`config.mk`:
```
export PLATFORM = sky130hd
export DESIGN_NAME = serial_word_comparator
export DESIGN_NICKNAME = d
export VERILOG_FILES = /design/src/rtl/serial_word_comparator_pkg.sv /design/src/rtl/serial_word_comparator_eq2_slice.sv /design/src/rtl/serial_word_comparator.sv
export SDC_FILE = /design/constraint.sdc
export NUM_CORES = 1
export LEC_CHECK = 0
export ABC_AREA = 1
export ABC_CLOCK_PERIOD_IN_PS = 4550
export CORE_UTILIZATION = 30
export DETAILED_ROUTE_END_ITERATION = 12
export PLACE_DENSITY = 0.57
export SLEW_MARGIN = 20
export SYNTH_ARGS = -nofsm -noshare
export SYNTH_HDL_FRONTEND = slang
export SYNTH_HIERARCHICAL = 1
export SYNTH_SLANG_ARGS = --single-unit
export TNS_END_PERCENT = 10
```
`constraint.sdc`:
```
create_clock -name clk -period 4.55 [get_ports clk]
set_clock_uncertainty 0.05 [all_clocks]
set_input_delay 0.91 -clock clk [delete_from_list [all_inputs] [get_ports clk]]
set_output_delay 0.91 -clock clk [all_outputs]
set_load 0.05 [all_outputs]
```
`src/rtl/serial_word_comparator_pkg.sv`:
```
// Shared definitions for the serial word comparator: FSM state encoding and
// the bit-pair width handled by the equality slice per clock.
package serial_word_comparator_pkg;

  typedef enum logic [1:0] {
    S_IDLE = 2'd0,
    S_RUN  = 2'd1,
    S_DONE = 2'd2
  } state_t;

  localparam int unsigned PAIR_W = 2;

endpackage

```
`src/rtl/serial_word_comparator_eq2_slice.sv`:
```
// Purely combinational 2-bit equality slice shared by the serial comparator.
module eq2_slice (
  input  logic [1:0] x,
  input  logic [1:0] y,
  output logic       eq
);

  assign eq = (x == y);

endmodule

```
`src/rtl/serial_word_comparator.sv`:
```
// Compares two WIDTH-bit words one bit-pair per clock, LSB pair first, stopping
// at the first mismatching pair. Reports equality and the first differing pair.
module serial_word_comparator
  import serial_word_comparator_pkg::*;
#(
  parameter  int unsigned WIDTH = 8,
  localparam int unsigned IDXW  = $clog2(WIDTH / 2)
) (
  input  logic             clk,
  input  logic             rst,
  input  logic             start,
  input  logic [WIDTH-1:0] a,
  input  logic [WIDTH-1:0] b,
  output logic             busy,
  output logic             done,
  output logic             eq,
  output logic [IDXW-1:0]  mism_idx
);

  localparam logic [IDXW-1:0] LAST = IDXW'(WIDTH / PAIR_W - 1);

  state_t           state;
  state_t           state_nxt;
  logic [WIDTH-1:0] sa;
  logic [WIDTH-1:0] sb;
  logic [IDXW-1:0]  cnt;
  logic             pair_eq;

  eq2_slice u_slice (
    .x  (sa[PAIR_W-1:0]),
    .y  (sb[PAIR_W-1:0]),
    .eq (pair_eq)
  );

  always_ff @(posedge clk or posedge rst) begin
    if (rst) begin
      state <= S_IDLE;
    end else begin
      state <= state_nxt;
    end
  end

  always_comb begin
    state_nxt = state;
    unique case (state)
      S_IDLE:  if (start) state_nxt = S_RUN;
      S_RUN:   if (!pair_eq || (cnt == LAST)) state_nxt = S_DONE;
      S_DONE:  state_nxt = S_IDLE;
      default: state_nxt = S_IDLE;
    endcase
  end

  // Operands are captured only on the accepting edge; results persist until
  // the next deciding compare, so a new start does not clear eq/mism_idx.
  always_ff @(posedge clk or posedge rst) begin
    if (rst) begin
      sa       <= '0;
      sb       <= '0;
      cnt      <= '0;
      eq       <= 1'b0;
      mism_idx <= '0;
    end else begin
      unique case (state)
        S_IDLE: begin
          if (start) begin
            sa  <= a;
            sb  <= b;
            cnt <= '0;
          end
        end
        S_RUN: begin
          if (!pair_eq) begin
            eq       <= 1'b0;
            mism_idx <= cnt;
          end else if (cnt == LAST) begin
            eq       <= 1'b1;
            mism_idx <= '0;
          end else begin
            sa  <= sa >> PAIR_W;
            sb  <= sb >> PAIR_W;
            cnt <= cnt + 1'b1;
          end
        end
        default: ;
      endcase
    end
  end

  assign busy = (state == S_RUN);
  assign done = (state == S_DONE);

endmodule

```
After elaboration in Yosys (flattened, before gate mapping)
Cells that the tools add are included.

word-level totals
  register bits after elaboration = 23
  output and inout port bits = 5

operators by class
  add/sub/neg operators = 1
  reductions and logical operators = 7
  equality and inequality tests = 9
  muxes and demuxes = 19

operators by type and width
  cell                 number
  $mux 8               6
  $pmux 8 s2           2
  $mux 2               7
  $pmux 2 s2           2
  $ne 2x1->1 const B   3
  $eq 2x2->1 const B   2
  $ne 2x2->1 const B   2
  $reduce_and 2->1     2
  $reduce_and 4->1     1
  $add 2x1->2 const B  1
  $eq 2x1->1 const B   1
  $eq 2x2->1           1
  $logic_not 2->1      1
  $mux 1               2
  $reduce_bool 2->1    1
  $logic_not 1->1      1
  $logic_or 1x1->1     1

Depth between registers and ports, before layout
  depth after elaboration = 5
  depth in mapped cells = 11
  gate-level depth less buffers = 10

Modules after synthesis
Netlist, hierarchy kept.

modules (own cells, without submodules)
  module                  area each (sq um)  cells an instance  instances  seq. area each (sq um)
  serial_word_comparator  1133.6             145                1          575.6
  eq2_slice               41.3               11                 1          0.0

Worst setup path after synthesis
OpenSTA, ideal clock, no wires.

  path kind = register to output
  start point = register state[1]
  end point = output port done
  cell stages (with the launch flop) = 4
  data arrival time = 1.341 ns
  path buffers = 1
  required time = 3.590 ns
  slack = 2.249 ns
  path through = dfrtp_1 > inv_1 > clkbuf_1 > nor2_1

between the ends
  word-level cells in the longest chain between the ends = 1

ends and longest elaborated chain
  element                   RTL line                      text
  start: declaration        serial_word_comparator.sv:22  state_t state;
  start signal: assignment  serial_word_comparator.sv:39  state <= state_nxt;
  $eq 2x2->1                serial_word_comparator.sv:90  assign done = (state == S_DONE);
  end: declaration          serial_word_comparator.sv:15  output logic done,

No other way between the ends.

Final worst setup path
  start point = register state[0]
  end point = output port busy

between the ends
  word-level cells in the longest chain between the ends = 1

ends and longest elaborated chain
  element           RTL line                      text
  $eq 2x1->1        serial_word_comparator.sv:89  assign busy = (state == S_RUN);
  end: declaration  serial_word_comparator.sv:14  output logic busy,

No other way between the ends.

==> results.toml <==
[route]
routed_wl_mm = 2.46
drt_iter0_drc = 40
avgViaCountPerCell = 4.54
vias = 1018
postRouteAntennaNets = 0
drt_pass1_iterations = 4
wl_per_cell_um = 11.0
drc = 0

[layout]
fillers = 399
multi_input_area_um2 = 514
n_antenna_cell = 0
drive_gt1_frac = 0.0455
final_cell_mix = "72 x nand2_1, 31 x nand3_1, 23 x dfrtp_1, 23 x clkdlybuf4s50_1, 10 x inv_1"
syn2layout_area_growth_pct = 24.8
mostFrequentLayoutCell = "nand2_1"
finalNetCount = 197
fin_area_mm2 = 0.00147
ff_latch_area_um2 = 576

[global_route]
antenna_found_initial = 0
groute.usage.overall = 0.126
grt_first_pass_wirelength_mm = 4.11
grt-ovfl-total = 0
grt_pass1_vias = 901
grt_max_degree = 24

[sta]
fin_hold_ws_ns = 0.434
finalHoldViolations = 0
relSlewSlack = 0.415
drv_slew = 0
period_share = 0.667
post-route-min-period_ns = 3.03
rsz0062_at_grt = "false"
fin_ws_ns = 1.52
tns_ns = 0
worst_pin_slew_ns = 0.876
setup_violations = 0
max_freq_mhz = 330

[clock_network]
ctsLongestPathBuffers = 2
clock_latency_ns = 0.26
numCtsBuffers = 3
ctsRootBufferMaster = "clkbuf_8"
postCtsHoldBufs = 0
cts_tree = "done"
ctsResizeCount = 0
clkTransAtPathRegs_ns = 0.08
postCtsSetupBuffers = 0
cts.sinks = 23
cts_max_level = 1

[min_path]
whs_path_depth = 2
min_path_type = "flip-flop to flip-flop"

[critical_path]
worstSetupPathType = "flip-flop to primary output"
cpPeakStageDelay_ns = 0.85
arrival_ns = 2.07
start_kind = "flip-flop"
cp.required_ns = 3.59
path_delay_family = "buffers and inverters"
critPathSlowestCell = "clkdlybuf4s50_1"
cp.depth = 3
rr_worst_depth = 5
crit_fanout = 15
crit_path_end_kind = "primary output"
cp_num_buf_inv = 2
path_cells = "inv_2 > nor2_4 > clkdlybuf4s50_1"

[synth]
synth_top_cell_by_area = "dfrtp_1"
syn-cell-area_mm2 = 0.00117
synthesis.nets = 176
ys_warn_count = 6
netlist.area_leader.share = 0.490
yosysSeqAreaShare = 0.490
synth_cell_types = 17
ys_ff_latch = 23
synthTopCellsByArea = "dfrtp_1 49%, nand2_1 23%, nand3_1 13%"
synthCells = 156
syn_avg_cell_area_um2 = 7.53

[floorplan]
die_h_um = 64.6
die_x_um = 64.6
io_pins = 24
start_util = 0.316
die_area_mm2 = 0.00417
rows = 22
core_area_mm2 = 0.00372

[pwr]
powerDensity_mw_per_mm2 = 630
ir_drop_uv = 197
power.leakage_nw = 0.786

[place]
dp_slack_ns = 1.81
numPortBuffers = 23
hpwl_mm = 1.65
place_area_mm2 = 0.00142
place_congestion = 0.728

[outcome]
status = "finished clean"

[run]
max_cap_viol_count = 0
==> cell usage after synthesis, drive strengths merged <==
cell     n
o21ai    1
nand2   74
nand3b   1
nand3   32
ha       1
buf      5
dfrtp   23
inv     11
clkbuf   2
a21oi    1
nor2     5
==> metrics by stage <==
step,cells,power (mW),utilization
after detailed placement,220,0.803,0.382
after global routing,224,1.01,0.395
after floorplan,156,0.707,-
final,224,0.923,0.395
after global placement,220,0.792,0.382
after CTS,224,0.932,0.395
==> worst reg2reg max path: cells and delay by family, from the launching register on <==
| family | cells | cell delay, ns |
|---|---|---|
| buffers and inverters | 1 | 0.36 |
| DFF | 1 | 0.41 |
| and+or+nand+nor | 4 | 0.97 |
==> layer usage <==
layer	vias up	share of wire	global-route usage
met5	-	0	0
li1	532	-	-
met3	2	0.036	0.0194
met1	466	0.46	0.154
met2	18	0.50	0.221
met4	0	0.0045	0.0500
==> flip-flops by register name, summed over array words and instances (netlist names) <==
register  flops
cnt           2
sb            8
sa            8
state         2
eq            1
mism_idx      2
==> final cells by class <==
cell class,instances,area share
inverters,11,0.0282
well taps,48,0.0410
multi-input cells,115,0.351
clock buffers,4,0.0307
repair buffers,23,0.157
flip-flops and latches,23,0.392
==> kinds of logic after synthesis <==
| logic type | Yosys count | synth area share |
|---|---|---|
| AND/OR/NAND/NOR | 112 | 0.419 |
| flip-flops | 23 | 0.490 |
| buffers and inverters | 18 | 0.0724 |
| AO/OA/AOI/OAI | 2 | 0.00851 |
| adder cells (fa/ha/maj) | 1 | 0.0106 |
==> path summary, 6_finish.rpt <==
kind	start	to	slack, ns
max	state[0]$_DFFE_PP0P_	busy	1.52
min	mism_idx[1]$_DFFE_PP0P_	mism_idx[1]$_DFFE_PP0P_	0.43
max reg2reg	state[1]$_DFFE_PP0P_	sa[4]$_DFFE_PP0P_	2.71
min reg2reg	mism_idx[1]$_DFFE_PP0P_	mism_idx[1]$_DFFE_PP0P_	0.43
max in group asynchronous	rst	sb[0]$_DFFE_PP0P_	2.83
min in group asynchronous	rst	mism_idx[1]$_DFFE_PP0P_	1.08
==> report_power, final <==
group	leakage [nW]	internal [mW]	total [mW]	switching, mW
combinational	0.470	0.148	0.438	0.290
clock	0.0228	0.0624	0.126	0.0640
sequential	0.294	0.292	0.359	0.0673
Note: power is estimated with default switching activity, not from simulation.
